===== src/rtl/pipelined_cla_adder.sv =====
// Pipelined carry-lookahead adder/subtractor: STAGES slices, each a ripple of BLOCK-bit lookahead
// groups, with a single global advance signal for valid/ready flow control.
module pipelined_cla_adder #(
    parameter int WIDTH  = 64,
    parameter int BLOCK  = 4,
    parameter int STAGES = 4
) (
    input  logic             clk,
    input  logic             rst,
    input  logic             in_valid,
    output logic             in_ready,
    input  logic [WIDTH-1:0] a,
    input  logic [WIDTH-1:0] b,
    input  logic             c_in,
    input  logic             sub,
    output logic             out_valid,
    input  logic             out_ready,
    output logic [WIDTH-1:0] sum,
    output logic             c_out,
    output logic             ovf
);

    localparam int S    = WIDTH / STAGES;
    localparam int NGRP = S / BLOCK;
    localparam int LAST = STAGES - 1;

    if (STAGES < 1 || BLOCK < 1 || WIDTH % (BLOCK * STAGES) != 0) begin : g_bad_params
        $error("pipelined_cla_adder: WIDTH must be a multiple of BLOCK*STAGES");
    end

    typedef struct packed {
        logic [S-1:0] sum;
        logic         cout;
        logic         cmsb;
    } slice_t;

    // Bit carries inside a group come from the group's running G/P; groups ripple into each other.
    function automatic slice_t cla_slice(input logic [S-1:0] x, input logic [S-1:0] y,
                                         input logic ci);
        slice_t           r;
        logic [BLOCK-1:0] g;
        logic [BLOCK-1:0] p;
        logic             grp_g;
        logic             grp_p;
        logic             c_grp;
        logic             c_bit;
        r     = '0;
        c_grp = ci;
        c_bit = ci;
        for (int j = 0; j < NGRP; j++) begin
            g     = x[j*BLOCK +: BLOCK] & y[j*BLOCK +: BLOCK];
            p     = x[j*BLOCK +: BLOCK] ^ y[j*BLOCK +: BLOCK];
            grp_g = 1'b0;
            grp_p = 1'b1;
            for (int i = 0; i < BLOCK; i++) begin
                c_bit              = grp_g | (grp_p & c_grp);
                r.sum[j*BLOCK + i] = p[i] ^ c_bit;
                grp_g              = g[i] | (p[i] & grp_g);
                grp_p              = grp_p & p[i];
            end
            c_grp = grp_g | (grp_p & c_grp);
        end
        r.cout = c_grp;
        r.cmsb = c_bit;
        return r;
    endfunction

    logic [STAGES-1:0] vld_q;
    logic [STAGES-1:0] vld_d;
    logic [WIDTH-1:0]  a_q   [STAGES];
    logic [WIDTH-1:0]  a_d   [STAGES];
    logic [WIDTH-1:0]  b_q   [STAGES];
    logic [WIDTH-1:0]  b_d   [STAGES];
    logic [WIDTH-1:0]  sum_q [STAGES];
    logic [WIDTH-1:0]  sum_d [STAGES];
    logic [STAGES-1:0] cry_q;
    logic [STAGES-1:0] cry_d;
    logic [STAGES-1:0] ovf_q;
    logic [STAGES-1:0] ovf_d;
    slice_t            res   [STAGES];
    logic [WIDTH-1:0]  b_eff;
    logic              c_eff;
    logic              advance;

    always_comb begin
        // Subtraction is folded in at the input: a + ~b + !c_in.
        b_eff   = sub ? ~b : b;
        c_eff   = sub ? ~c_in : c_in;
        advance = out_ready | ~vld_q[LAST];

        res[0]          = cla_slice(a[S-1:0], b_eff[S-1:0], c_eff);
        vld_d[0]        = in_valid;
        a_d[0]          = a;
        b_d[0]          = b_eff;
        sum_d[0]        = '0;
        sum_d[0][S-1:0] = res[0].sum;
        cry_d[0]        = res[0].cout;
        ovf_d[0]        = res[0].cout ^ res[0].cmsb;

        for (int k = 1; k < STAGES; k++) begin
            res[k]             = cla_slice(a_q[k-1][k*S +: S], b_q[k-1][k*S +: S], cry_q[k-1]);
            vld_d[k]           = vld_q[k-1];
            a_d[k]             = a_q[k-1];
            b_d[k]             = b_q[k-1];
            sum_d[k]           = sum_q[k-1];
            sum_d[k][k*S +: S] = res[k].sum;
            cry_d[k]           = res[k].cout;
            ovf_d[k]           = res[k].cout ^ res[k].cmsb;
        end
    end

    always_ff @(posedge clk or posedge rst) begin
        if (rst) begin
            vld_q <= '0;
            cry_q <= '0;
            ovf_q <= '0;
            for (int k = 0; k < STAGES; k++) begin
                a_q[k]   <= '0;
                b_q[k]   <= '0;
                sum_q[k] <= '0;
            end
        end else if (advance) begin
            vld_q <= vld_d;
            cry_q <= cry_d;
            ovf_q <= ovf_d;
            for (int k = 0; k < STAGES; k++) begin
                a_q[k]   <= a_d[k];
                b_q[k]   <= b_d[k];
                sum_q[k] <= sum_d[k];
            end
        end
    end

    assign in_ready  = advance;
    assign out_valid = vld_q[LAST];
    assign sum       = sum_q[LAST];
    assign c_out     = cry_q[LAST];
    assign ovf       = ovf_q[LAST];

endmodule


===== config.mk =====
export PLATFORM = sky130hd
export DESIGN_NAME = pipelined_cla_adder
export DESIGN_NICKNAME = d
export VERILOG_FILES = /design/src/rtl/pipelined_cla_adder.sv
export SDC_FILE = /design/constraint.sdc
export NUM_CORES = 1
export LEC_CHECK = 0
export BUFFER_PORTS_ARGS = -buffer_cell sky130_fd_sc_hd__buf_2
export CORE_ASPECT_RATIO = 1.4
export CORE_MARGIN = 5
export CORE_UTILIZATION = 35
export CTS_CLUSTER_DIAMETER = 30
export CTS_CLUSTER_SIZE = 28
export DETAILED_ROUTE_END_ITERATION = 12
export GPL_TIMING_DRIVEN = 0
export PLACE_DENSITY_LB_ADDON = 0.2
export REMOVE_ABC_BUFFERS = 1
export SLEW_MARGIN = 10
export SYNTH_ARGS = -nofsm -noshare
export SYNTH_HDL_FRONTEND = slang
export SYNTH_SLANG_ARGS = --single-unit

===== constraint.sdc =====
create_clock -name clk -period 16.2 [get_ports clk]
set_clock_uncertainty 0.1 [all_clocks]
set_input_delay 1.62 -clock clk [delete_from_list [all_inputs] [get_ports clk]]
set_output_delay 1.62 -clock clk [all_outputs]
set_load 0.02 [all_outputs]

==> results.txt, run 1 <==
Status -> finished, final reports clean
Least-Margin Pin Slew -> 0.844 ns
DP HPWL -> 23.5 mm
Total grt overflow -> 0
Clock transition at path regs -> 0.04 ns
Vias -> 12200
Antenna viol nets, final -> 0
First-pass GRT wire length -> 61.8 mm
Routability-driven placement congestion ratio -> 0.734
Setup crit end kind -> output pin
Max cap viols -> 0
CTS Buf Count -> 83
RR Startpoint -> a_d[99]
Hold_sp -> sum[35]
RSZ-0062 raised after global routing -> false
Die width -> 192 um
Synth-to-Final Area Change -> 29.1%
Crit path time final -> 5.46 ns
Port Buffers -> 201
Mapped Area -> 16200 um2
DR WL/cell -> 13.5 um
CTS tree -> built
Main synth FF type -> dfrtp_1
R2R cell count -> 9
Core ar. -> 46000 um2
Worst vdd ir -> 0.0916 mV
Post-Syn Area per Cell -> 9.13 um2
Syn Inst Count -> 1780
Core Rows -> 93
EDFF count, synth -> 0
Critical path class -> input pin to output pin
CTS root buf -> clkbuf_16
Final nets -> 2209
Starting density of the core -> 35.3%
DRC -> 0
First-pass iteration count of the detailed router -> 4
Clk_lat worst skew -> 0.59 ns
Vias per inst -> 4.56
Worst R2R Setup Slack -> 12.81 ns
Worst Hold Class -> register to register
Crit path setup slack, layout -> 10.74 ns
FF+latch count, synth -> 361
WHS Path Cells -> 2
Synth area leader -> dfrtp_1
Synth area leaders -> dfrtp_1 56%, nand2_1 19%, ha_1 4.9%, xnor2_1 3.7%, o21ai_1 2.6%
Setup-failing EPs final -> 0
Critical Path Start Type -> input pin
Sink Count -> 361
Post_cts resized -> 0
Pre-CTS setup slack -> 10.69 ns
Share of flip-flops with an asynchronous set or reset -> 100%
Leakage -> 10.6 nW
Fin. max-slew vios -> 0
WL final -> 36.0 mm
Vias in the first global route -> 12800
Crit path required time -> 14.48 ns
Initial antenna violation count -> 1
Total die area -> 50900 um2
Layout cells sized above 1 -> 17.8%
WP data arrival -> 3.74 ns
Hold Buf Count CTS -> 0
Area share of the largest cell type after synthesis -> 55.6%
Sequential share of the synthesized area -> 55.6%
I/O pin count -> 202
Power per cell area -> 220 nW/um2
Total GRT Usage -> 14.6%
Synth cell types -> 44
Crit Path Max Fanout -> 138
Bufs on Longest Clock Path -> 3
Min-Delay Endpoint -> sum[35]
RR Endpoint -> sum_d[44]
ANT cells -> 0
Max Fclk -> 183 MHz
1st-iter DRT viols -> 498
Yosys warning count -> 0
Worst setup path start -> out_ready
Final setup TNS -> 0 ns
Die Y -> 265 um
Final worst path period share -> 33.7%
Pin count of the biggest net entering global routing -> 139
H-Tree Depth -> 3
Hold WS -> 0.354 ns
Endpoints failing hold -> 0
Rel. slew slack -> 43.7%
Post-CTS repair timing setup buffer count -> 0
## area by class of cell
| cell class | count | area [um2] |
|---|---|---|
| inverters | 35 | 146 |
| repair buffers | 218 | 1420 |
| multi-input cells | 1296 | 6760 |
| fillers | 4560 | 25000 |
| flip-flops and latches | 361 | 9030 |
| well taps | 617 | 772 |
| clock buffers | 100 | 2240 |
| clock inverters | 49 | 592 |
## kinds of logic after synthesis
| family | Yosys count | share of synthesized area [%] |
|---|---|---|
| flip-flops | 361 | 55.6 |
| AO/OA/AOI/OAI | 219 | 7.84 |
| buffers and inverters | 123 | 2.84 |
| adder cells (fa/ha/maj) | 80 | 6.90 |
| AND/OR/NAND/NOR | 894 | 21.2 |
| multiplexers | 1 | 0.0616 |
| XOR/XNOR | 102 | 5.50 |
## stage by stage
| stage | instance area, um2 | total power [mW] | util, % | instances |
|---|---|---|---|---|
| finish | 21000 | 4.61 | 45.6 | 2676 |
| global route | 21000 | 5.00 | 45.6 | 2676 |
| CTS | 21000 | 4.71 | 45.6 | 2676 |
| detailed placement | 18100 | 2.99 | 39.4 | 2527 |
| global placement | 17700 | 3.06 | 38.5 | 2510 |
| floorplan | 15900 | 2.66 | - | 1692 |
## synth_stat cells (8+ instances only)
master and count:
a21o_1 21, a21oi_1 61, buf_1 15, clkbuf_1 73, dfrtp_1 361, fa_1 16, ha_1 64, inv_1 32
nand2_1 805, nor2_1 51, nor2b_1 8, nor3_1 9, o21ai_1 86, o31ai_1 10, xnor2_1 68, xor2_1 34
## power by group
group          total (mW)  leakage [nW]  switching, mW  internal [mW]
clock                1.67          1.36          0.525           1.14
sequential           1.52          4.34          0.207           1.31
combinational        1.43          4.92          0.850          0.580
total                4.61          10.6           1.58           3.03
## cells in the final DEF (no fill, tap or decap), types with 13 or more instances in the layout
cell type	synthesis	layout
ha_1	64	64
clkbuf_16	0	84
xnor2_1	68	68
buf_2	0	200
o21ai_1	86	86
inv_1	32	31
nand2_1	805	805
clkinvlp_4	0	13
clkinv_2	0	15
xor2_1	34	34
dfrtp_1	361	361
a21oi_1	61	61
a21o_1	21	21
fa_1	16	16
nor2_1	51	51
## critical path, cell delays in order
cell and delay [ns]:
buf_2 0.11, nor2b_4 0.59, buf_12 0.27, buf_16 0.19, inv_8 0.24, buf_16 0.37, buf_2 0.25
## worst max-delay path by stage
stage	end	cells after the start	slack (ns)
floorplan	in_ready	2	-11.86
global placement	in_ready	4	-35.03
detailed placement	in_ready	7	10.69
CTS	in_ready	7	10.68
global route	in_ready	7	10.54
finish	in_ready	7	10.74
## state kept, by name, indices dropped and copies added, names as in the netlist
name	count
b_d	96
a_d	96
sum	64
cry_q	4
vld_q	4
ovf_q	1
sum_d	96
## layer usage
metal	up-vias	share of wire [%]	GRT usage (%)
met3	65	4.9	3.11
met1	5752	43	18.2
li1	6133	-	-
met2	240	49	24.5
met4	0	2.6	6.36
met5	-	0	0
No activity file was read; power rests on OpenSTA's default activity.
==> inputs of run 2 (changes only) <==
clock period = 5.25 ns   (was 16.2 ns; I/O delays follow)
==> run 2 against run 1 <==
Compared with the run above: cell count is 0.75% higher; sequential share of layout area is 0.41 points lower; non-clock buffer count is 20 higher; sequential power rose to 3.1 times the previous value; utilization increased by 0.44 points; count of clock-buffer cells in the layout did not move; combinational power rose to 3.1 times the previous value; hold slack lost 0.31 ns; wire length grew 0.31%; sequential cell count is the same; global-route usage increased by 0.053 points; clock power rose to 3.1 times the previous value; critical endpoint unchanged; largest power group unchanged.
==> results.txt, run 2 (synthesis gave the netlist of run 1 again) <==
Crit path required time -> 4.62 ns
Final worst path period share -> 70.1%
CTS root buf -> clkbuf_16
CTS tree -> built
Least-Margin Pin Slew -> 0.903 ns
Worst vdd ir -> 0.285 mV
Top delay family on crit path -> buffers and inverters
Post-CTS repair timing setup buffer count -> 0
Post-route insts no fill -> 2696
DRC -> 0
First-pass iteration count of the detailed router -> 5
Core ar. -> 46000 um2
Clk_lat worst skew -> 0.59 ns
Worst setup path start -> vld_q[3]
DR WL/cell -> 13.4 um
Power per cell area -> 674 nW/um2
ANT cells -> 0
Endpoints failing hold -> 0
RR Startpoint -> a_d[99]
Routability-driven placement congestion ratio -> 0.734
WP data arrival -> 3.05 ns
Vias in the first global route -> 12800
Most frequent cells in the layout -> 805 x nand2_1, 361 x dfrtp_1, 200 x buf_2, 86 x o21ai_1, 84 x clkbuf_16
1st-iter DRT viols -> 495
Crit Path Max Fanout -> 138
Worst Hold Class -> input pin to register
DP HPWL -> 23.5 mm
Critical path's largest stage delay -> 0.66 ns
WL final -> 36.1 mm
Pre-CTS setup slack -> 1.31 ns
Fin. max-slew vios -> 0
Final setup TNS -> 0 ns
Vias per inst -> 4.54
Clock transition at path regs -> 0.05 ns
H-Tree Depth -> 3
DP Cell Count -> 2527
RSZ-0062 raised after global routing -> false
Final nets -> 2229
CP max stage cell -> nor2b_4
Setup-failing EPs final -> 0
Port Buffers -> 201
Critical path class -> register to output pin
Commonest non-fill, non-tap cell in the layout -> nand2_1
Status -> finished, final reports clean
Sink Count -> 361
Bufs on Longest Clock Path -> 3
Max Fclk -> 272 MHz
First-pass GRT wire length -> 62.1 mm
Layout cells sized above 1 -> 17.6%
Setup crit end kind -> output pin
Pin count of the biggest net entering global routing -> 139
Total die area -> 50900 um2
Total grt overflow -> 0
Vias -> 12200
Post-layout util -> 46.0%
CP bufs+invs -> 5
I/O pin count -> 202
Initial antenna violation count -> 0
Rel. slew slack -> 39.8%
CTS Buf Count -> 83
Die Y -> 265 um
Crit-path most repeated cell -> buf_16
Crit path time final -> 3.68 ns
Leakage -> 10.7 nW
Die width -> 192 um
Total GRT Usage -> 14.7%
Hold_sp -> a[61]
Starting density of the core -> 35.3%
Core Rows -> 93
Cell Chain, Critical Path -> nor2b_4 -> buf_12 -> buf_16 -> inv_8 -> buf_16 -> buf_2
Critical Path Start Type -> register
Max cap viols -> 0
Crit path setup slack, layout -> 1.57 ns
Synth-to-Final Area Change -> 30.3%
Antenna viol nets, final -> 0
## run 2: changes by cell type in the layout (fill, tap and decap cells not counted)
| cell | delta |
|---|---|
| dlygate4sd3_1 | +20 |
## run 2: timing repair
action	CTS	global route
endpoints found under the hold margin	66	0
resized for setup	0	0
hold buffers	20	0
## run 2: layer usage
metal | global-route usage (%) | routed length [um]
met1 | 18.3 | 15700
met2 | 24.7 | 17800
met3 | 3.10 | 1770
met4 | 6.31 | 895
met5 | 0 | 0
## run 2: power breakdown
group	internal, mW	total (mW)	switching, mW
clock network	3.52	5.14	1.62
registers	4.05	4.69	0.639
logic	1.80	4.43	2.63
## run 2: area by class of cell
cell class / instances / area [um2]
clock buffer: 100 / 2240
sequential: 361 / 9030
fill: 4546 / 24800
inverter: 35 / 146
multi-input combinational: 1296 / 6760
clock inverter: 49 / 592
timing repair buffer: 238 / 1620
tap: 617 / 772
## run 2: path summary, 6_finish.rpt
path	slack, ns	to	depth (start not counted)
setup reg to reg	1.81	sum_d[44]	9
hold reg to reg	0.35	sum[12]	2
max in group asynchronous	3.33	a_d[171]	5
min in group asynchronous	0.39	b_d[63]	3
setup / recovery	1.57	in_ready	6
hold / removal	0.05	a_d[189]	3
## run 2: worst reg2reg max path, stage by stage (launching register included)
cell and delay (ns):
dfrtp_1 0.37, ha_1 0.34, and3_1 0.20, a221oi_1 0.78, nor2_1 0.16, nor3_1 0.42
o31ai_1 0.20, a21oi_1 0.23, fa_1 0.44, a21oi_1 0.12
## run 2: through the flow
step	instance area (um2)	total power, mW	hold WS (ns)
after floorplan	15900	8.16	0.330
after global placement	17700	7.98	0.344
after detailed placement	18100	9.24	0.350
after CTS	21200	14.5	0.000687
after global routing	21200	15.4	0.0184
final	21200	14.3	0.0461
